==> src/rtl/ripple_adder_8_if.sv <==
// Operand/result bundle for the 8-bit ripple adder: the master drives operands, the slave returns results.
interface ripple_adder_8_if;
    logic [7:0] a;
    logic [7:0] b;
    logic       cin;
    logic [7:0] sum;
    logic       cout;

    modport master (output a, output b, output cin, input sum, input cout);
    modport slave  (input a, input b, input cin, output sum, output cout);
endinterface

==> src/rtl/ripple_adder_8.sv <==
// 8-bit ripple-carry adder, one full-adder cell per bit; sum/cout registered, 1-cycle latency.
// No backpressure: a new result is captured on every clock edge.
module ripple_adder_8 (
    input  logic             clk,
    input  logic             rst,
    ripple_adder_8_if.slave  bus
);

    logic [8:0] c;
    logic [7:0] s;

    assign c[0] = bus.cin;

    // Explicit cell per bit so the carry chain stays a true ripple.
    genvar i;
    generate
        for (i = 0; i < 8; i++) begin : g_fa
            logic p;
            assign p        = bus.a[i] ^ bus.b[i];
            assign s[i]     = p ^ c[i];
            assign c[i + 1] = (bus.a[i] & bus.b[i]) | (c[i] & p);
        end
    endgenerate

    always_ff @(posedge clk or posedge rst) begin
        if (rst) begin
            bus.sum  <= 8'h00;
            bus.cout <= 1'b0;
        end else begin
            bus.sum  <= s;
            bus.cout <= c[8];
        end
    end

endmodule

==> src/flat_wrapper.sv <==
// flat-port wrapper written by rule: the top's interface ports become plain ports
module ripple_adder_8_flat 
  (clk, rst, bus_a, bus_b, bus_cin, bus_sum, bus_cout);
  ripple_adder_8_if bus_i ();
  input  logic clk;
  input  logic rst;
  input wire logic [$bits(bus_i.a)-1:0] bus_a;
  input wire logic [$bits(bus_i.b)-1:0] bus_b;
  input wire logic [$bits(bus_i.cin)-1:0] bus_cin;
  output wire logic [$bits(bus_i.sum)-1:0] bus_sum;
  output wire logic [$bits(bus_i.cout)-1:0] bus_cout;
  assign bus_i.a = bus_a;
  assign bus_i.b = bus_b;
  assign bus_i.cin = bus_cin;
  assign bus_sum = bus_i.sum;
  assign bus_cout = bus_i.cout;
  ripple_adder_8 u_core (.clk(clk), .rst(rst), .bus(bus_i));
endmodule
==> config.mk <==
export PLATFORM = sky130hd
export DESIGN_NAME = ripple_adder_8_flat
export DESIGN_NICKNAME = d
export VERILOG_FILES = /design/src/rtl/ripple_adder_8_if.sv /design/src/rtl/ripple_adder_8.sv /design/src/flat_wrapper.sv
export SDC_FILE = /design/constraint.sdc
export NUM_CORES = 1
export LEC_CHECK = 0
export CAP_MARGIN = 20
export CORE_AREA = 2 2 39 41
export CTS_CLUSTER_DIAMETER = 100
export DETAILED_ROUTE_END_ITERATION = 12
export DIE_AREA = 0 0 41 43
export PLACE_DENSITY = 0.73
export RECOVER_POWER = 50
export SKIP_LAST_GASP = 1
export SLEW_MARGIN = 40
export SYNTH_ARGS = -nofsm -noshare
export SYNTH_HDL_FRONTEND = slang
export SYNTH_SLANG_ARGS = --single-unit
export TNS_END_PERCENT = 50
==> constraint.sdc <==
create_clock -name clk -period 0.8 [get_ports clk]
set_input_delay 0.08 -clock clk [delete_from_list [all_inputs] [get_ports clk]]
set_output_delay 0.08 -clock clk [all_outputs]
set_load 0.01 [all_outputs]
### Yosys cells after proc, flatten, opt, wreduce, memory -nomap -nowiden

Cells that the tools add are included.

| storage, ports and cells | value |
|---|---|
| bits in registers | 9 |
| input port bits | 19 |
| output and inout bits | 9 |

| cells by class | value |
|---|---|
| bitwise logic cells | 40 |

Operators by type and width:

| operator | count |
|---|---|
| AND 1 bit | 16 |
| XOR 1 bit | 16 |
| bitwise OR 1 bit | 8 |

### Depth between registers and ports, before layout

| logic depth | value |
|---|---|
| depth in word-level cells | 17 |
| depth in mapped cells | 12 |
| depth with buffers taken out | 12 |

### Worst setup path before layout

Ideal clock, no wire load.

| timing path | value |
|---|---|
| path kind | input-to-reg |
| from | in bus_cin |
| to | reg u_core.bus.sum[7] |
| arrival | 3105 ps |
| slack | -2369 ps |
| cell stages on the path | 12 |
| path through | fa_1 > inv_1 > fa_1 > inv_1 > fa_1 > fa_1 > fa_1 > fa_1 > fa_1 > inv_1 > fa_1 > inv_1 |

| on the way | value |
|---|---|
| word-level cells in the longest chain between the ends | 15 |

RTL lines:

| what | RTL line | source |
|---|---|---|
| start, declared | flat_wrapper.sv:9 | `input wire logic [$bits(bus_i.cin)-1:0] bus_cin;` |
| AND 1 bit | ripple_adder_8.sv:21 | `assign c[i + 1] = (bus.a[i] & bus.b[i]) \| (c[i] & p);` |
| bitwise OR 1 bit | ripple_adder_8.sv:21 |  |
| AND 1 bit | ripple_adder_8.sv:21 |  |
| bitwise OR 1 bit | ripple_adder_8.sv:21 |  |
| AND 1 bit | ripple_adder_8.sv:21 |  |
| bitwise OR 1 bit | ripple_adder_8.sv:21 |  |
| AND 1 bit | ripple_adder_8.sv:21 |  |
| bitwise OR 1 bit | ripple_adder_8.sv:21 |  |
| AND 1 bit | ripple_adder_8.sv:21 |  |
| bitwise OR 1 bit | ripple_adder_8.sv:21 |  |
| AND 1 bit | ripple_adder_8.sv:21 |  |
| bitwise OR 1 bit | ripple_adder_8.sv:21 |  |
| AND 1 bit | ripple_adder_8.sv:21 |  |
| bitwise OR 1 bit | ripple_adder_8.sv:21 |  |
| XOR 1 bit | ripple_adder_8.sv:20 | `assign s[i] = p ^ c[i];` |
| named net u_core.s[7] | ripple_adder_8.sv:10 | `logic [7:0] s;` |
| end signal, assigned | ripple_adder_8.sv:30 | `bus.sum <= s;` |
| end, declared | ripple_adder_8_if.sv:10 | `modport slave (input a, input b, input cin, output sum, output cout);` |

The timed path passes the listed nets, and every way through them passes these cells.

### Final worst setup path

| timing path | value |
|---|---|
| from | in bus_b[0] |
| to | reg u_core.bus.sum[7] |

| on the way | value |
|---|---|
| word-level cells in the longest chain between the ends | 16 |

RTL lines:

| what | RTL line | source |
|---|---|---|
| start, declared | flat_wrapper.sv:8 | `input wire logic [$bits(bus_i.b)-1:0] bus_b;` |
| XOR 1 bit | ripple_adder_8.sv:19 | `assign p = bus.a[i] ^ bus.b[i];` |
| AND 1 bit | ripple_adder_8.sv:21 |  |
| bitwise OR 1 bit * | ripple_adder_8.sv:21 |  |
| AND 1 bit * | ripple_adder_8.sv:21 |  |
| bitwise OR 1 bit * | ripple_adder_8.sv:21 |  |
| AND 1 bit * | ripple_adder_8.sv:21 |  |
| bitwise OR 1 bit * | ripple_adder_8.sv:21 |  |
| AND 1 bit * | ripple_adder_8.sv:21 |  |
| bitwise OR 1 bit * | ripple_adder_8.sv:21 |  |
| AND 1 bit * | ripple_adder_8.sv:21 |  |
| bitwise OR 1 bit * | ripple_adder_8.sv:21 |  |
| AND 1 bit * | ripple_adder_8.sv:21 |  |
| bitwise OR 1 bit * | ripple_adder_8.sv:21 |  |
| AND 1 bit * | ripple_adder_8.sv:21 |  |
| bitwise OR 1 bit * | ripple_adder_8.sv:21 |  |
| XOR 1 bit * | ripple_adder_8.sv:20 |  |
| named net u_core.s[7] | ripple_adder_8.sv:10 |  |

The timed path passes the listed nets; every way through them passes the cells marked *.

==> summary.txt <==
Critical Path Start Type - input pin
Hold Violations, Final - 0
Placed Area - 737 sq um
power share of the clock group - 0.260
Routed Antenna Nets - 0
Peak VDD IR - 0.000496 V
LEAKAGE - 0.336 nW
Row Count - 14
share of the synthesized area in the top cell type - 0.528
fill cell count - 119
Reg clk slew, reported paths - 0.06 ns
final setup fails - 17
Starting Density - 0.308
met3 Track Usage GR - 0.0157
initial antenna violation count - 0
Syn Inst Count - 28
Die ar. - 1760 sq um
Net Sw Power - 341 uW
slew of the pin with the lowest slew margin - 0.312 ns
fin crit period - 2.90 ns
max-slew violations - 0
Iteration-0 DRC Markers - 0
vias per std cell - 3.87
area leader, netlist - dfrtp_1
share of cells above drive strength 1 - 0.407
global route hottest layer - met2
port bufs - 27
Hold Path Class - in -> reg
most common cell after layout, fill and taps aside - clkdlybuf4s50_1
Internal - 969 uW
Place WS - -2.75 ns
worst relative slew slack - 0.792
Residual DRC - 0
Post-Route WL - 881 um
Post-Syn Nets - 55
Final Core Density - 0.537
DR vias - 290
Fin Hold WS - 0.122 ns
pwr dens - 1760 nW/um^2
synth warn - 0
Pre-antenna DRT Iters - 1
Reg power frac - 0.426
commonest non-fill, non-tap cells in the layout - 18 x clkdlybuf4s50_1, 9 x dfrtp_1, 8 x fa_2
Mapped Area - 427 sq um
Core ar. - 1380 sq um
CP startpoint - bus_b[0]
total power - 1.31 mW
clk sinks - 9
final worst setup slack - -2.10 ns
CTS tree - built
total grt overflow - 0
I/O pin total - 28
Inserted Diodes - 0
vias in the first global route - 302
CP endpoint kind - register
outcome - finished, violations left
Synth area leaders - dfrtp_1 53%, fa_1 38%, inv_1 9.7%
critical path arrival - 3.10 ns
Final Non-Filler Cells - 75
M2 GR Usage - 0.166
combinational power share - 0.314
Area Growth Syn to Fin - 74.2%
NumNets Final - 87
Unique masters post-synth - 3
Max Freq - 0.344 GHz
Bufs on Longest Clock Path - 2
Post-CTS Hold Buffers - 0
RSZ-0062 raised after global routing - yes
Post-Place Cells - 71
Chip Height - 43 um
largest net degree at the start of global routing - 10
first-pass GRT wire length - 1300 um
#FFs+latches synth - 9
postcts setup bufs - 0
sw frac - 0.261
Detail Placement HPWL - 747 um
max-cap check violation count - 0
gp weighted congestion - 0.685
total CTS buffers - 3
Final Cell Area - 743 sq um
register area share after synthesis - 0.528
crit path max fanout - 1
Synth Area per Inst - 15.2 sq um
met1 Use GR - 0.156
failing checks - negative setup slack
clock root cell - clkbuf_4
die width - 41 um
H-tree depth - 1
Setup TNS - -11.67 ns
Worst EP required - 1.00 ns
worst hold start - bus_cin
Tot GR Track Use - 0.113
WS Path Type - in -> reg
WL/cell - 11.7 um
Final Cycle Share - 3.63
final cells by class:
type	count	area, sq um	share of cell area
Timing Repair Buffer	27	250	0.337
Sequential cell	9	225	0.303
Multi-Input combinational cell	8	180	0.242
Inverter	11	41.3	0.0556
Clock buffer	4	26.3	0.0354
Tap cell	16	20.0	0.0269
per-layer routing:
metal  wire length [um]  part of all wire  vias up
met5                  0                 0        -
met4                 17             0.019        0
met3                 73             0.083        3
met2                423              0.48       18
met1                367              0.42      135
li1                   -                 -      134
final timing paths:
check                               endpoint  slack [ns]  depth (start not counted)
worst max-delay path       u_core.bus.sum[7]       -2.10                         13
worst min-delay path       u_core.bus.sum[0]        0.12                          2
max in group asynchronous  u_core.bus.sum[1]        0.36                          2
min in group asynchronous  u_core.bus.sum[5]        0.21                          2
state kept, by name, summed over array words and instances (netlist names):
name,count
u_core.bus.cout,1
u_core.bus.sum,8
cell usage after synthesis:
cell type	count
fa_1	8
inv_1	11
dfrtp_1	9
cell families (layout without fill, tap and decap cells):
| kind of cell | Yosys count | after routing | synth area share |
|---|---|---|---|
| buffers and inverters | 11 | 42 | 0.0968 |
| adders and majority gates | 8 | 8 | 0.375 |
| DFF | 9 | 9 | 0.528 |
critical path: stages:
cell   delay (ns)
buf_6        0.09
fa_2         0.37
inv_2        0.06
fa_2         0.18
inv_2        0.04
fa_2         0.33
fa_2         0.38
fa_2         0.35
fa_2         0.34
fa_2         0.34
inv_2        0.06
fa_2         0.42
inv_2        0.06
power groups by stage:
| stage | clock [mW] | sequential (mW) | combinational, mW |
|---|---|---|---|
| 3_5_place_dp | 0 | 0.568 | 0.441 |
| 3_3_place_gp | 0 | 0.563 | 0.425 |
| 6_report | 0.340 | 0.559 | 0.411 |
| 4_1_cts | 0.349 | 0.559 | 0.437 |
| 2_1_floorplan | 0 | 0.612 | 0.0960 |
| 5_1_grt | 0.375 | 0.567 | 0.464 |
what timing repair did:
item | CTS | global route
gates resized for setup | 23 | 5
setup endpoints to repair | 18 | 17
pin swaps | 8 | 8
gates cloned | 0 | 0
(Power assumes the default switching activity.)
